===== src/rtl/dcache.sv =====
// Direct-mapped, write-through, no-write-allocate data cache with 4-word lines.
// Optional hit/miss counters are enabled by defining DCACHE_PERF_CNT_EN.
module dcache #(
    parameter int LINES = 16,
    parameter int WORDS = 4
) (
    input  logic        clk,
    input  logic        reset,
    input  logic        Den,
    input  logic        DWen,
    input  logic [31:0] DAddr,
    input  logic [31:0] DWriteData,
    output logic [31:0] DReadData,
    output logic        DStall,
    output logic        MemReq,
    output logic        MemWe,
    output logic [31:0] MemAddr,
    output logic [31:0] MemWData,
`ifdef DCACHE_PERF_CNT_EN
    output logic [31:0] HitCount,
    output logic [31:0] MissCount,
`endif
    input  logic        MemAck,
    input  logic [31:0] MemRData
);

    localparam int IDX_W = $clog2(LINES);
    localparam int TAG_W = 28 - IDX_W;

    // state  | meaning
    // IDLE   | serve read hits, accept new accesses
    // REFILL | fetch 4 words of the missing line
    // WRITE  | forward one store to memory
    typedef enum logic [1:0] {IDLE, REFILL, WRITE} state_e;

    state_e             state_q;
    logic [1:0]         beat_q;
    logic [27:0]        line_q;
    logic [LINES-1:0]   valid_q;
    logic [TAG_W-1:0]   tag_q  [LINES];
    logic [31:0]        data_q [LINES][WORDS];
    logic               mem_req_q;
    logic               mem_we_q;
    logic [31:0]        mem_addr_q;
    logic [31:0]        mem_wdata_q;
`ifdef DCACHE_PERF_CNT_EN
    logic [31:0]        hit_cnt_q;
    logic [31:0]        miss_cnt_q;
`endif

    logic [IDX_W-1:0]   req_idx;
    logic [TAG_W-1:0]   req_tag;
    logic [1:0]         req_word;
    logic               rd_hit;
    logic               idle_rd;
    logic [IDX_W-1:0]   wr_idx;
    logic [TAG_W-1:0]   wr_tag;
    logic [1:0]         wr_word;
    logic               wr_hit;
    logic [IDX_W-1:0]   ref_idx;
    logic [TAG_W-1:0]   ref_tag;

    assign req_idx  = DAddr[IDX_W+3:4];
    assign req_tag  = DAddr[31:IDX_W+4];
    assign req_word = DAddr[3:2];
    assign rd_hit   = valid_q[req_idx] && (tag_q[req_idx] == req_tag);
    assign idle_rd  = (state_q == IDLE) && Den && !DWen;

    // Write hit is judged on the latched store address, not the live bus.
    assign wr_idx   = mem_addr_q[IDX_W+3:4];
    assign wr_tag   = mem_addr_q[31:IDX_W+4];
    assign wr_word  = mem_addr_q[3:2];
    assign wr_hit   = valid_q[wr_idx] && (tag_q[wr_idx] == wr_tag);

    assign ref_idx  = line_q[IDX_W-1:0];
    assign ref_tag  = line_q[27:IDX_W];

    always_comb begin
        DStall = 1'b0;
        case (state_q)
            IDLE:    DStall = Den && (DWen || !rd_hit);
            REFILL:  DStall = 1'b1;
            WRITE:   DStall = !MemAck;
            default: DStall = 1'b0;
        endcase
        if (!reset) DStall = 1'b0;
    end

    assign DReadData = (reset && idle_rd && rd_hit) ? data_q[req_idx][req_word] : 32'h0;

    assign MemReq   = mem_req_q;
    assign MemWe    = mem_we_q;
    assign MemAddr  = mem_addr_q;
    assign MemWData = mem_wdata_q;
`ifdef DCACHE_PERF_CNT_EN
    assign HitCount  = hit_cnt_q;
    assign MissCount = miss_cnt_q;
`endif

    always_ff @(posedge clk or negedge reset) begin
        if (!reset) begin
            state_q     <= IDLE;
            beat_q      <= 2'd0;
            line_q      <= 28'd0;
            valid_q     <= '0;
            mem_req_q   <= 1'b0;
            mem_we_q    <= 1'b0;
            mem_addr_q  <= 32'h0;
            mem_wdata_q <= 32'h0;
`ifdef DCACHE_PERF_CNT_EN
            hit_cnt_q   <= 32'h0;
            miss_cnt_q  <= 32'h0;
`endif
        end else begin
            case (state_q)
                IDLE: begin
                    if (Den) begin
                        if (DWen) begin
                            state_q     <= WRITE;
                            mem_req_q   <= 1'b1;
                            mem_we_q    <= 1'b1;
                            mem_addr_q  <= DAddr;
                            mem_wdata_q <= DWriteData;
                        end else if (!rd_hit) begin
                            state_q          <= REFILL;
                            valid_q[req_idx] <= 1'b0;
                            beat_q           <= 2'd0;
                            line_q           <= DAddr[31:4];
                            mem_req_q        <= 1'b1;
                            mem_we_q         <= 1'b0;
                            mem_addr_q       <= {DAddr[31:4], 4'b0000};
`ifdef DCACHE_PERF_CNT_EN
                            miss_cnt_q       <= miss_cnt_q + 32'd1;
`endif
                        end else begin
`ifdef DCACHE_PERF_CNT_EN
                            hit_cnt_q <= hit_cnt_q + 32'd1;
`endif
                        end
                    end
                end
                REFILL: begin
                    if (MemAck) begin
                        beat_q <= beat_q + 2'd1;
                        if (beat_q == 2'd3) begin
                            state_q          <= IDLE;
                            valid_q[ref_idx] <= 1'b1;
                            mem_req_q        <= 1'b0;
                            mem_addr_q       <= 32'h0;
                        end else begin
                            mem_addr_q <= {line_q, beat_q + 2'd1, 2'b00};
                        end
                    end
                end
                WRITE: begin
                    if (MemAck) begin
                        state_q     <= IDLE;
                        mem_req_q   <= 1'b0;
                        mem_we_q    <= 1'b0;
                        mem_addr_q  <= 32'h0;
                        mem_wdata_q <= 32'h0;
`ifdef DCACHE_PERF_CNT_EN
                        if (!wr_hit) miss_cnt_q <= miss_cnt_q + 32'd1;
`endif
                    end
                end
                default: state_q <= IDLE;
            endcase
        end
    end

    // Tag/data arrays carry no reset; the valid bits alone guard them.
    always_ff @(posedge clk) begin
        if (state_q == REFILL && MemAck) begin
            data_q[ref_idx][beat_q] <= MemRData;
            if (beat_q == 2'd3) tag_q[ref_idx] <= ref_tag;
        end
        if (state_q == WRITE && MemAck && wr_hit) begin
            data_q[wr_idx][wr_word] <= mem_wdata_q;
        end
    end

endmodule


===== config.mk =====
export PLATFORM = sky130hd
export DESIGN_NAME = dcache
export DESIGN_NICKNAME = d
export VERILOG_FILES = /design/src/rtl/dcache.sv
export SDC_FILE = /design/constraint.sdc
export NUM_CORES = 2
export LEC_CHECK = 0
export CAP_MARGIN = 15
export CORE_ASPECT_RATIO = 2
export CORE_UTILIZATION = 55
export DETAILED_ROUTE_END_ITERATION = 8
export HOLD_SLACK_MARGIN = 0.15
export PLACE_DENSITY = 0.72
export SETUP_SLACK_MARGIN = 0.2
export SLEW_MARGIN = 5
export SYNTH_ARGS = -nofsm -noshare
export SYNTH_HDL_FRONTEND = slang
export SYNTH_SLANG_ARGS = --single-unit

===== constraint.sdc =====
create_clock -name clk -period 9.5 [get_ports clk]
set_clock_uncertainty 0.05 [all_clocks]
set_input_delay 0.95 -clock clk [delete_from_list [all_inputs] [get_ports clk]]
set_output_delay 0.95 -clock clk [all_outputs]
set_load 0.005 [all_outputs]

==> flow_metrics.env <==
export IMPL_synth_edf_count=2432
export IMPL_critical_path_class="input pin to primary output"
export IMPL_ant_nets=0
export IMPL_cts_htree_levels=4
export IMPL_endpoint_kind="primary output"
export IMPL_crit_start="DAddr[5]"
export IMPL_seq_area_frac_synth_pct=73.5
export IMPL_grt_max_degree=110
export IMPL_overflow=0
export IMPL_syn_nets=4843
export IMPL_drt_first_iter_violations=6228
export IMPL_tritoncts_num_buffers=208
export IMPL_slew_viol_final=0
export IMPL_clockPowerShare_pct=33.9
export IMPL_wl_per_cell_um=36.1
export IMPL_synthFlopType="edfxtp_1"
export IMPL_synth_area_mux_share_pct=20.7
export IMPL_rows=224
export IMPL_setup_viol=0
export IMPL_final_common_cell="edfxtp_1"
export IMPL_ys_ff_latch=2546
export IMPL_pwr_share_comb_pct=14.3
export IMPL_antenna_found_initial=13
export IMPL_required_ns=8.50
export IMPL_die_w_um=308
export IMPL_synth_area_mm2=0.103
export IMPL_clk_latency_ns=0.84
export IMPL_grt_pass1_vias=53593
export IMPL_post_cts_buffers=0
export IMPL_synth_top_family_by_area="multiplexers"
export IMPL_slew_headroom_pct=20.4
export IMPL_power_total_mw=26.0
export IMPL_fin_nets=5129
export IMPL_p_leak_nw=36.5
export IMPL_crit_fanout=109
export IMPL_hold_viol=0
export IMPL_holdCritStartpoint="MemWData[14]"
export IMPL_setup_tns_ns=0
export IMPL_synthCells=4734
export IMPL_cts_hold_buf=1
export IMPL_grt_usage_pct=29.7
export IMPL_ys_types=69
export IMPL_routed_wl_um=278000
export IMPL_synth_xor_area_share_pct=0.399
export IMPL_vias=51695
export IMPL_io_pins=200
export IMPL_place_gp_congestion=0.909
export IMPL_p_int_mw=19.4
export IMPL_syn_area_per_cell_um2=21.8
export IMPL_final_cell_mix="2432 x edfxtp_1, 852 x mux4_2, 210 x clkbuf_16"
export IMPL_yosys_area_share_simple_pct=2.22
export IMPL_maxCapViolCount=0
export IMPL_root_buffer="clkbuf_16"
export IMPL_max_freq_ghz=0.138
export IMPL_clk_path_buf_depth=4
export IMPL_chipHeight_um=615
export IMPL_hold_class="register to register"
export IMPL_r2r_start="MemAddr[4]"
export IMPL_dr_pass1_iters=6
export IMPL_crit_arrival_ns=6.23
export IMPL_syn2layout_area_growth_pct=12.6
export IMPL_vdd_ir_drop_max_v=0.000224
export IMPL_fp_coreArea_mm2=0.186
export IMPL_drive_gt1_share_pct=29.3
export IMPL_start_util_pct=55.4
export IMPL_period_share_pct=76.1
export IMPL_start_kind="input pin"
export IMPL_cts_clk_slew_worst_paths_ns=0.06
export IMPL_num_fill_cells=12375
export IMPL_synth_fa_ha_area_share_pct=0.0970
export IMPL_drc=0
export IMPL_drt_vias_per_instance=6.73
export IMPL_worst_pin_slew_ns=1.19
export IMPL_grt_pass1_wl_um=391000
export IMPL_yosysWarnings=0
export IMPL_cts_resized=0
export IMPL_p_per_area_mw_per_mm2=223
export IMPL_status="finished clean"
export IMPL_async_reset_ff_share_pct=4.48
export IMPL_p_sw_mw=6.59
export IMPL_die_area_mm2=0.190
export IMPL_portBuffers=199
export IMPL_synth_compound_area_share_pct=1.61
export IMPL_clock_sinks=2546
export IMPL_dp_hpwl_um=166000
export IMPL_power_frac_seq_pct=51.8
export IMPL_rsz0062_at_grt="no"
export IMPL_cts_tree="built"
export IMPL_netSwitchingFraction_pct=25.4
export IMPL_fin_crit_ns=7.23
## kinds of logic after synthesis
kind of cell / Yosys count
AO/OA/AOI/OAI: 267
XOR/XNOR: 47
adder cells (fa/ha/maj): 8
buffers and inverters: 345
flip-flops: 2546
multiplexers: 1059
AND/OR/NAND/NOR: 462
## stage by stage
| step | setup WS (ns) | util [%] | hold slack [ns] | cells | cell area [um2] |
|---|---|---|---|---|---|
| floorplan | 3.45 | - | 0.427 | 4734 | 103000 |
| global placement | 2.27 | 58.5 | 0.434 | 7281 | 109000 |
| finish | 2.27 | 62.4 | 0.453 | 7677 | 116000 |
| CTS | 2.31 | 62.2 | 0.464 | 7655 | 116000 |
| detailed placement | 2.31 | 58.6 | 0.447 | 7283 | 109000 |
| global route | 2.00 | 62.4 | 0.491 | 7673 | 116000 |
## metal layers
| layer | vias to the layer above | wire length [um] | global-route usage [%] |
|---|---|---|---|
| li1 | 20515 | - | - |
| met1 | 27428 | 91300 | 35.1 |
| met2 | 2950 | 147000 | 52.7 |
| met3 | 794 | 21500 | 4.18 |
| met4 | 8 | 17300 | 15.3 |
| met5 | - | 55 | 0 |
## cell type report
type	count	area, um2	share of cell area, %
Clock inverter	119	1380	1.19
Multi-Input combinational cell	1843	26700	22.9
Tap cell	2486	3110	2.68
Clock buffer	252	5440	4.68
Sequential cell	2546	75900	65.3
Antenna cell	10	25.0	0.0215
Timing Repair Buffer	367	3530	3.03
Inverter	54	203	0.174
## state kept, by name (all words and copies together), names as in the netlist
name	flops
MemAddr	32
MemReq	1
MemWData	32
MemWe	1
beat_q	2
data_q	2048
line_q	28
state_q	2
tag_q	384
valid_q	16
## final timing paths
check | to | cells after the start | slack [ns]
min in group asynchronous | line_q[1] | 2 | 0.55
setup / recovery | DReadData[16] | 13 | 2.27
max in group asynchronous | line_q[7] | 4 | 7.04
setup reg to reg | data_q[7][80] | 13 | 2.59
hold reg to reg | MemWData[14] | 2 | 0.45
hold / removal | MemWData[14] | 2 | 0.45
## cells in the mapped netlist (all sizes together), types with 5 or more instances
library cell  number  area share (%)
a32o               6           0.058
a21oi             13           0.063
edfxtp          2432              71
nand4             22            0.13
a21o               5           0.036
and2              11           0.067
xnor2             43            0.36
mux4             852              19
a22o               9           0.076
inv               54            0.20
a221oi            11           0.093
nor2              59            0.22
nor3              15           0.078
clkbuf           170            0.62
and3              13           0.079
mux2              99             1.1
nand3             72            0.35
ha                 8           0.097
nor4              10           0.081
nor2b             45            0.28
o21ai            151            0.73
nand2            158            0.57
mux2i            108             1.0
buf              121            0.63
dfrtp            114             2.8
o22ai              9           0.055
a32oi              7           0.059
a22oi             24            0.17
nand2b            40            0.24
## power groups by stage
stage	Combinational, mW	Sequential (mW)	Clock, mW
after CTS	3.66	13.4	8.88
after detailed placement	3.64	13.7	0
final	3.72	13.4	8.80
after floorplan	2.28	13.4	0
after global routing	3.86	13.5	9.24
after global placement	3.60	13.6	0
## critical path, stage by stage
cell             delay, ns
buf_8                 0.50
buf_12                0.54
nor2b_1               0.74
a22oi_1               0.20
a21o_1                0.21
a2111oi_2             0.28
a41oi_1               0.20
nor4_1                0.34
nand4_1               0.20
nor3_1                0.29
nand3_2               0.63
nor2b_1               0.36
clkdlybuf4s50_1       0.55
(Power assumes the default switching activity.)
